[config.mk]
export PLATFORM = sky130hd
export DESIGN_NAME = calc_op_sequencer
export DESIGN_NICKNAME = d
export VERILOG_FILES = /design/src/rtl/calc_op_sequencer.sv
export SDC_FILE = /design/constraint.sdc
export NUM_CORES = 1
export LEC_CHECK = 0
export ABC_CLOCK_PERIOD_IN_PS = 2500
export CAP_MARGIN = 5
export CORE_MARGIN = 3
export CORE_UTILIZATION = 38
export CTS_CLUSTER_DIAMETER = 200
export DETAILED_ROUTE_END_ITERATION = 6
export GPL_ROUTABILITY_DRIVEN = 0
export PLACE_DENSITY = 0.66
export SETUP_SLACK_MARGIN = 0.4
export SYNTH_ARGS = -nofsm -noshare
export SYNTH_HDL_FRONTEND = slang
export SYNTH_SLANG_ARGS = --single-unit
[constraint.sdc]
create_clock -name clk -period 2.5 [get_ports clk]
set_input_delay 0.5 -clock clk [delete_from_list [all_inputs] [get_ports clk]]
set_output_delay 0.5 -clock clk [all_outputs]
set_load 0.01 [all_outputs]
[src/rtl/calc_op_sequencer.sv]
// Calculator control sequencer: synchronises and edge-detects the operation
// buttons, freezes the operand digits, waits out the arithmetic latency and
// then holds the BCD result (or an error pattern) for the display path.
module calc_op_sequencer #(
    parameter int unsigned CALC_LAT   = 4,  // tick-cycles from operand latch to result capture (1..15)
    parameter int unsigned HOLD_TICKS = 0   // tick-cycles SHOW persists; 0 = hold forever
) (
    input  logic        clk,
    input  logic        rstn,
    input  logic        tick,
    input  logic        original,
    input  logic [3:0]  operations,
    input  logic [15:0] digits_in,
    input  logic [15:0] result_bcd,
    input  logic        result_neg,
    output logic [15:0] opnd_q,
    output logic [3:0]  op_sel,
    output logic [15:0] disp_bcd,
    output logic        show_result,
    output logic        busy,
    output logic        done,
    output logic        err
);

    typedef enum logic [2:0] {
        S_IDLE,
        S_LATCH,
        S_COMPUTE,
        S_SHOW,
        S_ERR
    } state_e;

    localparam logic [3:0]  CNT_INIT  = 4'(CALC_LAT - 1);
    localparam logic [15:0] HOLD_LAST = (HOLD_TICKS == 0) ? 16'd0 : 16'(HOLD_TICKS - 1);

    state_e      state_q;
    logic [3:0]  cnt_q;
    logic [15:0] hold_q;
    logic [3:0]  ops_s1_q, ops_s2_q, ops_prev_q;
    logic        orig_s1_q, orig_s2_q;
    logic [3:0]  op_edge;
    logic [3:0]  op_pick;

    // Two-flop synchronisers for the asynchronous button inputs, clocked every cycle.
    // NOTE: sequential state is written with non-blocking assignments so every flop
    // samples the pre-edge value of its neighbours, which is what makes the chain work.
    always_ff @(posedge clk or negedge rstn) begin
        if (!rstn) begin
            ops_s1_q  <= 4'b0;
            ops_s2_q  <= 4'b0;
            orig_s1_q <= 1'b0;
            orig_s2_q <= 1'b0;
        end else begin
            ops_s1_q  <= operations;
            ops_s2_q  <= ops_s1_q;
            orig_s1_q <= original;
            orig_s2_q <= orig_s1_q;
        end
    end

    // Rising edges since the previous tick; keep only the lowest index (add > mul > div > sub).
    // NOTE: every always_comb output is assigned on every path, so no latch is inferred.
    always_comb begin
        op_edge = ops_s2_q & ~ops_prev_q;
        op_pick = op_edge & (~op_edge + 4'd1);
    end

    // Sequencer FSM with registered outputs; transitions only on tick.
    always_ff @(posedge clk or negedge rstn) begin
        if (!rstn) begin
            state_q     <= S_IDLE;
            cnt_q       <= 4'd0;
            hold_q      <= 16'd0;
            ops_prev_q  <= 4'b0;
            opnd_q      <= 16'h0;
            op_sel      <= 4'b0;
            disp_bcd    <= 16'h0;
            show_result <= 1'b0;
            busy        <= 1'b0;
            done        <= 1'b0;
            err         <= 1'b0;
        end else begin
            // Live operand digits while idle, refreshed every clock.
            if (state_q == S_IDLE) begin
                disp_bcd <= digits_in;
            end
            if (tick) begin
                ops_prev_q <= ops_s2_q;
                done       <= 1'b0;
                if (orig_s2_q) begin
                    // Return to operand display; aborts any in-flight compute.
                    state_q     <= S_IDLE;
                    op_sel      <= 4'b0;
                    busy        <= 1'b0;
                    show_result <= 1'b0;
                    err         <= 1'b0;
                end else begin
                    case (state_q)
                        S_IDLE: begin
                            if (|op_edge) begin
                                opnd_q  <= digits_in;
                                op_sel  <= op_pick;
                                busy    <= 1'b1;
                                state_q <= S_LATCH;
                            end
                        end
                        S_LATCH: begin
                            // Divide with a zero divisor {d3,d2} never reaches the divider.
                            if (op_sel[2] && (opnd_q[15:8] == 8'h00)) begin
                                state_q     <= S_ERR;
                                busy        <= 1'b0;
                                err         <= 1'b1;
                                show_result <= 1'b1;
                                done        <= 1'b1;
                                disp_bcd    <= 16'hEEEE;
                            end else begin
                                state_q <= S_COMPUTE;
                                cnt_q   <= CNT_INIT;
                            end
                        end
                        S_COMPUTE: begin
                            if (cnt_q == 4'd0) begin
                                // Negative subtraction shows a minus glyph in the d0 field.
                                disp_bcd    <= (op_sel[3] && result_neg) ?
                                               {result_bcd[15:4], 4'hF} : result_bcd;
                                state_q     <= S_SHOW;
                                busy        <= 1'b0;
                                show_result <= 1'b1;
                                done        <= 1'b1;
                                hold_q      <= 16'd0;
                            end else begin
                                cnt_q <= cnt_q - 4'd1;
                            end
                        end
                        S_SHOW: begin
                            if (|op_edge) begin
                                // Chained operation: relatch the live digits.
                                opnd_q      <= digits_in;
                                op_sel      <= op_pick;
                                busy        <= 1'b1;
                                show_result <= 1'b0;
                                state_q     <= S_LATCH;
                            end else if ((HOLD_TICKS != 0) && (hold_q == HOLD_LAST)) begin
                                state_q     <= S_IDLE;
                                op_sel      <= 4'b0;
                                show_result <= 1'b0;
                            end else if (HOLD_TICKS != 0) begin
                                hold_q <= hold_q + 16'd1;
                            end
                        end
                        S_ERR: begin
                            // The edge only clears the error; it is not relatched.
                            if (|op_edge) begin
                                state_q     <= S_IDLE;
                                op_sel      <= 4'b0;
                                err         <= 1'b0;
                                show_result <= 1'b0;
                            end
                        end
                        default: begin
                            state_q <= S_IDLE;
                        end
                    endcase
                end
            end
        end
    end

endmodule

Word level (Yosys, flattened, before mapping)
Index checks and enable logic that the tools add are counted.
Operators by class
  muxes and demuxes: 36
  reductions and logical operators: 20
  equal/unequal tests: 11
  bitwise logic cells: 5
  add/sub/neg operators: 2
Operators by type and width (number)
  two-way mux 16 bit: 5
  one-hot mux 16 bit (2 select lines): 1
  two-way mux 4 bit: 6
  one-hot mux 4 bit (2 select lines): 2
  AND reduction 4 bit: 4
  two-way mux 3 bit: 5
  AND reduction 5 bit: 3
  two-way mux 1 bit: 12
  one-hot mux 3 bit (4 select lines): 1
  != test 3 bit (second input constant): 3
  AND 4 bit: 2
  zero test 8 bit: 1
  inverter 4 bit: 2
  nonzero test 4 bit: 2
  equality test 3 x 2 -> 1 bit (second input constant): 2
  != test 3 x 1 -> 1 bit (second input constant): 2
  one-hot mux 1 bit (3 select lines): 2
  nonzero test 3 bit: 2
  adder 4 x 1 -> 4 bit (second input constant): 1
  zero test 4 bit: 1
  != test 2 bit (second input constant): 2
  one-hot mux 1 bit (2 select lines): 2
  OR reduction 2 bit: 2
  OR reduction 4 bit: 1
  7 further kinds: 8
Word-level totals
  output and inout port bits: 40
  register bits after elaboration: 61
  word-level logic and storage cells: 88
  bits of input ports: 41

Longest topological paths before layout
  word-level depth: 8
  gate-level depth with buffers: 8

Least setup slack after synthesis
No wires, ideal clock.
  path type: in2reg
  start: input port tick
  end: register opnd_q[9]
  arrival time: 1.572 ns
  slack: 0.801 ns
  stages: 6
  data required time: 2.373 ns
  library setup time: 0.127 ns
  path buffers: 2
  path through: buf_2 > nand2_1 > nor2_1 > nand3_2 > buf_6 > mux2_1
On the way
  cells in the longest elaborated chain, start to end: 1
Ends and longest elaborated chain
  start: declaration: line 10  | input logic tick,
  AND reduction 4 bit (no line)
  end signal: assignment: line 101  | opnd_q <= digits_in;
  end signal: assignment: line 138  | opnd_q <= digits_in;
  end: declaration: line 16  | output logic [15:0] opnd_q,
Every way passes these cells.
A chain may end at the register's enable or synchronous reset.

Final worst setup path
  start: register state_q[2]
  end: register show_result
On the way
  cells in the longest elaborated chain, start to end: 4
Ends and longest elaborated chain
  start: declaration: line 36  | state_e state_q;
  start signal: assignment: line 71  | state_q <= S_IDLE;
  start signal: assignment: line 92  | state_q <= S_IDLE;
  start signal: assignment: line 104  | state_q <= S_LATCH;
  equality test 3 bit / equality test 3 x 2 -> 1 bit (equally long branches): line 98  | case (state_q)
  OR reduction 2 bit (no line)
  != test 3 x 1 -> 1 bit (no line), or another cell as far along
  AND reduction 5 bit (no line) / two-way mux 1 bit (equally long branches)
  end signal: assignment: line 95  | show_result <= 1'b0;
  end signal: assignment: line 113  | show_result <= 1'b1;
  end signal: assignment: line 128  | show_result <= 1'b1;
  end: declaration: line 19  | output logic show_result,
Parallel ways exist; a longest one is shown, timed or not.

==> out/metrics.cfg <==
[run_status]
outcome=completed

[placed_design]
placedCellCount=409
io_buffers=80
dp_hpwl_um=5050

[final_layout]
fin_cells=425
seq_area_um2=1530
antenna_cells=0
synthToLayoutAreaGrowth_pct=38.5
layout_common_cells=clkdlybuf4s50_1, dfrtp_1, o21ai_1, nand2_1
final_core_utilization=0.559
nNetsFinal=367
multi_input_area_um2=1220
fillCellCount=617
drive_above_1_share=0.146
final_common_cell=clkdlybuf4s50_1

[setup_path]
slowest_delay_ns=0.81
cp.arrival_ns=2.19
critical_path.cell_chain=or4b_1 > a31o_2 > nand2_2 > a31o_2 > a221o_1
cp-end-kind=flop
cp_common_cell=a31o_2
startpoint_type=flop
worst-path-buf-inv=0
timing_worst_setup_path_type=reg2reg
path_depth=5
critPathTopFamily=flip-flops
reg2regPathDepth=5
worstPathMaxFanout=16
crit_required_ns=2.72
critPathSlowestCell=dfrtp_1

[route]
routed_wl_um=6840
drc=0
drt-initial-drc-count=90
first_pass_iters=4
avgViaCountPerCell=4.99
ant_nets=0
dr_total_vias=2119
wl_per_cell_um=16.1

[timing]
rsz0062_at_grt=false
tightest_slew_ns=0.719
period_share=0.788
setup_viol_count_final=0
final_max_slew_viol_count=0
hold_violations=0
post-route-min-period_ns=1.97
finalSetupTns_ns=0
clock-skew-final_ns=0.0103
fmax_mhz=508
slew-limit-headroom=0.521

[yosys]
synthMuxAreaShare=0.158
syn_area_per_cell_um2=12.0
syn_inst=235
synth-main-ff-cell=dfrtp_1
synthAdderAreaFrac=0.00887
syn-num-nets=278
ys_warn_count=0
synth_top_area_frac=0.541
synth_edf_count=0
synth_top_family_by_area=multiplexers
synthXorXnorAreaFrac=0.00621
ys_types=51
yosys.area.top_type=dfrtp_1
ys_seq_elements=61
synthArstFlopShare=1.00
synth_area_um2=2820
ys_top_cells_by_area=dfrtp_1, mux2_1, mux2i_1
yosysSeqAreaShare=0.541
synth-compound-area-share=0.124
synthSimpleGateAreaFrac=0.131

[die]
ios=81
initial_core_util=0.404
core.rowCount=30
dieWidth_um=92.2
design.core.area_um2=6980
die_area_um2=8490
die_h_um=92.2

[global_route]
grt_antenna_before_repair=0
grt_pass1_vias=2154
grt_overflow=0
grt_pass1_wl_um=11100
grt_max_degree=33
grt.total_usage=0.170

[clock_tree]
numCtsBuffers=9
clock-sinks=61
cts_tree=yes
clock_path_buffers=2
clk_pin_slew_worst_paths_ns=0.07
cts_setup_buffers=0
root_buffer=clkbuf_8
insertion_delay_ns=0.34
htreeDepth=3

[min_path]
worstHoldPathType=in2async

[power_and_ir_drop]
power_density_nw_per_um2=1050
ir_worst_vdd_mv=0.482
p_leak_nw=1.69

[flow_run]
drv_cap=0

[power by group]
part	internal, W	switching, W	total (W)
clock network	0.000353	0.000379	0.000732
registers	0.00133	0.000273	0.00160
logic	0.00100	0.000761	0.00176
total	0.00268	0.00141	0.00409
[logic make-up after synthesis]
kind of cell             Yosys count
XOR/XNOR                           2
flip-flops                        61
buffers and inverters             14
AND/OR/NAND/NOR                   63
multiplexers                      40
adder cells (fa/ha/maj)            2
AO/OA/AOI/OAI                     53
[metrics by stage]
| stage | setup slack, ns | area [µm²] | hold WS [ns] | total power, W |
|---|---|---|---|---|
| after global routing | 0.411 | 3910 | 0.244 | 0.00435 |
| after global placement | 0.326 | 3730 | 0.332 | 0.00334 |
| final | 0.530 | 3910 | 0.191 | 0.00409 |
| after floorplan | 0.801 | 2820 | 0.204 | 0.00251 |
| after CTS | 0.487 | 3890 | 0.207 | 0.00411 |
| after detailed placement | 0.322 | 3730 | 0.335 | 0.00337 |
[final timing paths]
check / startpoint / to / slack, ns
worst max register to register: state_q[2] / show_result / 0.53
min in group clk: orig_s1_q / orig_s2_q / 0.34
worst max-delay path: state_q[2] / show_result / 0.53
worst min-delay path: rstn / state_q[2] / 0.19
max in group asynchronous: rstn / busy / 1.69
worst min register to register: orig_s1_q / orig_s2_q / 0.34
[final cells by class]
type / count / share of cell area
clock buffers: 11 / 0.0336
flip-flops and latches: 61 / 0.391
well taps: 96 / 0.0307
repair buffers: 87 / 0.220
inverters: 5 / 0.00480
multi-input cells: 160 / 0.312
clock inverters: 5 / 0.00705
[routing by layer]
metal | part of all wire | global-route usage | vias to the layer above
met4 | 0.011 | 0.0520 | 0
li1 | - | - | 1028
met5 | 0 | 0 | -
met1 | 0.46 | 0.228 | 1015
met3 | 0.073 | 0.0656 | 6
met2 | 0.45 | 0.254 | 70
[synth_stat cells (4+ instances only)]
master,number
o21ai_1,20
buf_4,4
mux2i_1,16
a21oi_1,12
dfrtp_1,61
mux2_2,4
nand2_1,20
nand2b_1,7
inv_1,4
nor2_1,10
mux2_1,16
nor3_1,4
mux2_4,4
[sequential cells by signal, summed over array words and instances (netlist names)]
name	cells
state_q	3
op_sel	4
disp_bcd	16
orig_s1_q	1
opnd_q	16
err	1
orig_s2_q	1
ops_s1_q	4
ops_prev_q	4
show_result	1
cnt_q	4
busy	1
done	1
ops_s2_q	4
[repair_timing]
action	in CTS	in global routing
setup endpoints to repair	0	11
hold buffers	0	0
hold endpoints to repair	0	0
resized for setup	0	3
Power figures use the tool's default switching activity.
